## src/rtl/traffic_input_conditioner.sv

```systemverilog
// traffic_input_conditioner
// Turns the synchronized Sensor / Walk_Request / Reprogram levels into the
// debounced level, latched walk request and one-shot reprogram strobe that
// the traffic light FSM and timer-parameter block consume.
// Single clock domain; every output comes straight from a flop.

module traffic_input_conditioner #(
   parameter int DEBOUNCE_CYCLES = 4,
   parameter int CNT_W           = 8
) (
   input  logic             clock,
   input  logic             Reset_n,
   input  logic             Sensor_Sync,
   input  logic             WR_Sync,
   input  logic             Prog_Sync,
   input  logic             WR_Ack,
   output logic             Sensor_Valid,
   output logic             Walk_Pending,
   output logic             Prog_Pulse,
   output logic [CNT_W-1:0] WR_Count
);

   typedef enum logic [1:0] {
      IDLE    = 2'd0,
      PENDING = 2'd1,
      HOLD    = 2'd2
   } walk_state_t;

   localparam logic [CNT_W-1:0] DB_LAST = CNT_W'(DEBOUNCE_CYCLES - 1);

   logic [CNT_W-1:0] db_cnt;
   logic             wr_prev;
   logic             prog_prev;
   logic             wr_rise;

   walk_state_t      state;
   walk_state_t      next_state;
   logic             count_inc;
   logic             pending_next;

   // Rising edge of the walk button: current sample high, previous sample low.
   assign wr_rise = WR_Sync & ~wr_prev;

   // Sensor debounce: count consecutive mismatching samples, adopt the new level
   // only once the mismatch has been seen DEBOUNCE_CYCLES times in a row.
   // NOTE: sequential state is updated with non-blocking assignments so every
   // flop samples the pre-edge values regardless of statement order.
   always_ff @(posedge clock or negedge Reset_n) begin
      if (!Reset_n) begin
         db_cnt       <= '0;
         Sensor_Valid <= 1'b0;
      end else if (Sensor_Sync != Sensor_Valid) begin
         if (db_cnt == DB_LAST) begin
            Sensor_Valid <= Sensor_Sync;
            db_cnt       <= '0;
         end else begin
            db_cnt <= db_cnt + 1'b1;
         end
      end else begin
         db_cnt <= '0;
      end
   end

   // Reprogram strobe: one registered pulse per low-to-high transition.
   always_ff @(posedge clock or negedge Reset_n) begin
      if (!Reset_n) begin
         prog_prev  <= 1'b0;
         Prog_Pulse <= 1'b0;
      end else begin
         prog_prev  <= Prog_Sync;
         Prog_Pulse <= Prog_Sync & ~prog_prev;
      end
   end

   // Walk FSM state register plus the flops that hold its registered outputs.
   always_ff @(posedge clock or negedge Reset_n) begin
      if (!Reset_n) begin
         state        <= IDLE;
         wr_prev      <= 1'b0;
         Walk_Pending <= 1'b0;
         WR_Count     <= '0;
      end else begin
         state        <= next_state;
         wr_prev      <= WR_Sync;
         Walk_Pending <= pending_next;
         if (count_inc && (WR_Count != {CNT_W{1'b1}})) begin
            WR_Count <= WR_Count + 1'b1;
         end
      end
   end

   // Walk FSM next-state: latch on an edge, release on ack, and keep a held
   // button from re-latching until it has been let go.
   // NOTE: next_state gets a default before the case so no path leaves it
   // unassigned, which would otherwise infer a latch.
   always_comb begin
      next_state = state;
      unique case (state)
         IDLE: begin
            if (wr_rise) next_state = PENDING;
         end
         PENDING: begin
            // Ack takes priority over a coincident new edge; edges while
            // pending are simply merged into the outstanding request.
            if (WR_Ack) next_state = WR_Sync ? HOLD : IDLE;
         end
         HOLD: begin
            if (!WR_Sync) next_state = IDLE;
         end
         default: next_state = IDLE;
      endcase
   end

   // Walk FSM outputs: count only newly accepted requests, and present the
   // pending flag from a flop loaded with the upcoming state.
   always_comb begin
      count_inc    = (state == IDLE) && wr_rise;
      pending_next = (next_state == PENDING);
   end

endmodule

```

## config.mk

```make
export PLATFORM = sky130hd
export DESIGN_NAME = traffic_input_conditioner
export DESIGN_NICKNAME = d
export VERILOG_FILES = /design/src/rtl/traffic_input_conditioner.sv
export SDC_FILE = /design/constraint.sdc
export NUM_CORES = 1
export LEC_CHECK = 0
export CAP_MARGIN = 20
export CORE_ASPECT_RATIO = 0.6
export CORE_MARGIN = 3
export CORE_UTILIZATION = 42
export CTS_CLUSTER_SIZE = 12
export DETAILED_ROUTE_END_ITERATION = 12
export GPL_TIMING_DRIVEN = 0
export PLACE_DENSITY = 0.72
export RECOVER_POWER = 100
export SETUP_SLACK_MARGIN = 0.3
export SYNTH_ARGS = -nofsm -noshare
export SYNTH_HDL_FRONTEND = slang
export SYNTH_SLANG_ARGS = --single-unit
```

## constraint.sdc

```tcl
create_clock -name clock -period 2 [get_ports clock]
set_clock_uncertainty 0.2 [all_clocks]
set_input_delay 0.3 -clock clock [delete_from_list [all_inputs] [get_ports clock]]
set_output_delay 0.3 -clock clock [all_outputs]
set_load 0.01 [all_outputs]
```

Yosys cells after proc, flatten, opt, wreduce, memory -nomap -nowiden
Index checks and enable logic that the tools add are counted.
W data, S select, Z words.
{"block": "classes", "add_sub_neg": 2, "bitwise_logic": 4, "n_mux": 7, "eq_ne": 6, "reduce_logical": 4}
{"cell": "$add A8 B1 Y8 const B", "n": 2}
{"cell": "$mux W8", "n": 2}
{"cell": "$eq A8 B2 Y1 const B", "n": 1}
{"cell": "$mux W2", "n": 4}
{"cell": "$ne A8 B8 Y1 const B", "n": 1}
{"cell": "$pmux W2 S3", "n": 1}
{"cell": "$eq A2 B1 Y1 const B", "n": 2}
{"cell": "$and A1 B1 Y1", "n": 2}
{"cell": "$eq A2 B2 Y1 const B", "n": 1}
{"cell": "$logic_and A1 B1 Y1", "n": 2}
{"cell": "$logic_not A2 Y1", "n": 1}
{"cell": "$not A1 Y1", "n": 2}
{"cell": "$reduce_and A2 Y1", "n": 1}
{"cell": "$ne A1 B1 Y1", "n": 1}
{"block": "totals", "regBits": 23, "in_bits": 6, "elab_cells": 31, "output_inout_bits": 11}

Logic depth before layout (Yosys ltp)
{"block": "logic_depth", "depth_word": 5, "mapped_depth": 4, "depth_no_buf": 4}

Worst setup path before layout
No wires, ideal clock.
{"block": "synth_path", "path_kind": "reg-to-reg", "from": "register state[1]", "to": "register WR_Count[7]", "arrival_ps": 1636, "path_buffers": 1, "setup_time_ps": 128, "stages_incl_launch_ff": 5, "path_slack_ps": 36, "period_less_slack_ps": 1964, "t_required_ps": 1672, "cell_sequence": "dfrtp_1 -> or4b_4 -> buf_6 -> nor4_4 -> mux2_1"}
{"block": "synth_between", "elab_chain_len": 3}
{"element": "start: declaration", "line": "36", "rtl": "walk_state_t state;"}
{"element": "start signal: assignment", "line": "83", "rtl": "state <= next_state;"}
{"element": "$logic_not A2 Y1", "line": "117", "rtl": "count_inc = (state == IDLE) && wr_rise;"}
{"element": "$logic_and A1 B1 Y1", "line": "117"}
{"element": "$logic_and A1 B1 Y1", "line": "86", "rtl": "if (count_inc && (WR_Count != {CNT_W{1'b1}})) begin"}
{"element": "end signal: assignment", "line": "87", "rtl": "WR_Count <= WR_Count + 1'b1;"}
{"element": "end: declaration", "line": "20", "rtl": "output logic [CNT_W-1:0] WR_Count"}
No other way between the ends.
A chain may end at the register's enable or synchronous reset.

Worst setup path after layout
{"block": "layout_path", "from": "register state[0]", "to": "register WR_Count[5]"}
Same word-level chain as after synthesis.

==> impl_metrics.json <==
{
  "detail_route.iter0.violations": 58,
  "timing.critical_path.required_ns": 1.94,
  "share_of_the_clock_period_used_by_the_worst_path_pct": 95.6,
  "wl_per_cell_um": 16.1,
  "leading_cell_type_in_the_layout_fill_and_taps_excluded": "dfrtp_1",
  "maxSlewViolCount": 0,
  "die_area_um2": 3330,
  "commonest_non_fill_non_tap_cells_in_the_layout": "22 x dfrtp_1, 12 x buf_4, 7 x nand3_1",
  "p_leak_nw": 0.668,
  "tritoncts": "yes",
  "post_synthesis_register_bit_count": 23,
  "synth-warning-count": 0,
  "insertion_delay_ns": 0.26,
  "setup-violations-final": 0,
  "cts_num_sinks": 23,
  "power.density_nw_per_um2": 1110,
  "synthCells": 97,
  "ir_worst_vdd_mv": 0.714,
  "postPlaceCellArea_um2": 1340,
  "htree_levels": 1,
  "effective_utilization_at_floorplan_pct": 47.6,
  "antenna_found_initial": 0,
  "yosysSeqAreaShare_pct": 51.6,
  "numCtsBuffers": 3,
  "cp_max_fo": 5,
  "yosysUniqueCellTypes": 33,
  "design_area_um2": 1550,
  "route.final.wire_length_um": 2600,
  "rsz0062_at_grt": "true",
  "fillCellCount": 165,
  "route.detailed.drc": 0,
  "antenna-diode-count": 0,
  "result_of_the_run": "finished, final reports clean",
  "placed_cells_incl_taps": 143,
  "slew-limit-headroom_pct": 68.0,
  "finish.cell_count_without_fillers": 161,
  "design.final.nets": 141,
  "boundaryPins": 17,
  "firstDrtPassIters": 6,
  "grt_pass1_wl_um": 4120,
  "root_buf_cell": "clkbuf_8",
  "synthesis.area_um2": 1120,
  "grt_util_all_layers_pct": 16.4,
  "route.vias.total": 889,
  "launch_point_of_the_worst_reg_to_reg_path": "state[0]",
  "critical_path_capture_point_type": "flip-flop",
  "postSynthNetCount": 106,
  "rr_worst_depth": 4,
  "input_output_buffers": 16,
  "final-hold-violation-count": 0,
  "maxClockFrequency_ghz": 0.523,
  "worst_setup_slack_before_clock_tree_synthesis_ns": -0.266,
  "timing.critical_path.arrival_ns": 1.86,
  "hold_path_class": "in -> async",
  "placement_rows": 13,
  "final_antenna_net_count": 0,
  "first_global_vias": 850,
  "globalplace.congestion": 0.759,
  "synth_enable_flop_cells": 0,
  "clk_pin_slew_worst_paths_ns": 0.08,
  "finalWorstPathRequiredPeriod_ns": 1.91,
  "postSynth.asyncResetShare_pct": 100,
  "r2r_slack_ns": 0.09,
  "tightest_slew_ns": 0.478,
  "post_drt_via_cell_ratio": 5.52,
  "synthToLayoutAreaGrowth_pct": 39.0,
  "width_of_the_chip_um": 72.6,
  "cts_max_path_buffers": 2,
  "coreArea_um2": 2340,
  "detailedPlacementHpwl_um": 1550,
  "critical_path_class": "reg -> reg",
  "totalNegativeSetupSlack_ns": 0,
  "critical_path.reg2reg.endpoint": "WR_Count[5]",
  "grt.overflow.total": 0,
  "timing.final.ws_setup_ns": 0.0877,
  "dominantRegCellSynth": "dfrtp_1",
  "grt_max_degree": 24,
  "post_route_cells_drive_above_1_share_pct": 26.7,
  "avgSynthCellArea_um2": 11.5,
  "worstSetupStartpointType": "flip-flop",
  "max-cap-violations": 0,
  "die_height_um": 45.9
}
==> sequential cells by signal, summed over array words and instances, names as in the netlist <==
signal	cells
Walk_Pending	1
db_cnt	8
WR_Count	8
state	2
prog_prev	1
Prog_Pulse	1
Sensor_Valid	1
wr_prev	1
==> synthesized netlist by cell type, types with 3 or more instances <==
master	instances	area (µm²)
dfrtp_1	23	576
nand3_1	7	35.0
o21ai_0	7	35.0
a21oi_1	6	30.0
nor2_1	6	22.5
nand2_1	5	18.8
ha_1	3	37.5
inv_1	3	11.3
mux2_2	3	33.8
or3_1	3	18.8
xor2_1	3	26.3
==> worst max-delay path: stages, from the launching register on <==
cell and delay, ns:
dfrtp_1 0.42, or4b_4 0.53, buf_8 0.16, nor4_4 0.15, mux2_4 0.33
==> what timing repair did <==
action                     in CTS  in global routing
pin swaps                       3                  1
gates resized for setup        12                  7
gates cloned                    0                  0
hold buffers                    0                  0
setup buffers                  12                  1
setup endpoints to repair      25                 20
==> cell type report <==
type / count / area (µm²) / area share, %
multi-input combinational: 69 / 583 / 37.6
sequential: 23 / 577 / 37.2
timing repair buffer: 30 / 279 / 18.0
clock buffer: 4 / 45.0 / 2.90
tap: 30 / 37.5 / 2.42
buffer: 2 / 18.8 / 1.21
inverter: 3 / 11.3 / 0.726
==> worst max path at each step <==
stage	from	end	slack (ns)	cells past startpoint
floorplan	db_cnt[0]	Sensor_Valid	0.14	4
global placement	WR_Sync	WR_Count[7]	-0.23	5
detailed placement	WR_Sync	WR_Count[5]	-0.27	5
CTS	state[0]	WR_Count[5]	0.11	4
global route	WR_Count[0]	WR_Count[1]	0.02	4
finish	state[0]	WR_Count[5]	0.09	4
==> logic make-up after synthesis <==
kind of cell / share of synthesized area [%]
simple gates: 21.7
buf+inv: 2.35
mux: 5.94
fa+ha+maj: 3.36
xor+xnor: 3.92
flops: 51.6
compound gates: 11.1
==> metal layers <==
metal  track usage, %  vias to the layer above  share of wire (%)
met5                0                        -                  0
met4             2.94                        0                  0
met3             4.63                        0                6.7
met2             25.3                       40                 46
met1             23.3                      429                 47
li1                 -                      420                  -
==> through the flow <==
step                hold WS, ns  utilization, %  total power (W)
floorplan                -0.196               -          0.00102
global placement          0.190            57.4          0.00125
detailed placement        0.202            57.4          0.00127
CTS                       0.133            64.4          0.00169
global route              0.128            66.2          0.00182
finish                    0.130            66.2          0.00171
==> where the power goes <==
| group | leakage [nW] | total [W] | internal [W] | switching [W] |
|---|---|---|---|---|
| sequential | 0.294 | 0.000663 | 0.000568 | 0.0000946 |
| combinational | 0.351 | 0.000774 | 0.000376 | 0.000397 |
| clock | 0.0228 | 0.000278 | 0.000142 | 0.000136 |
(Power assumes the default switching activity.)
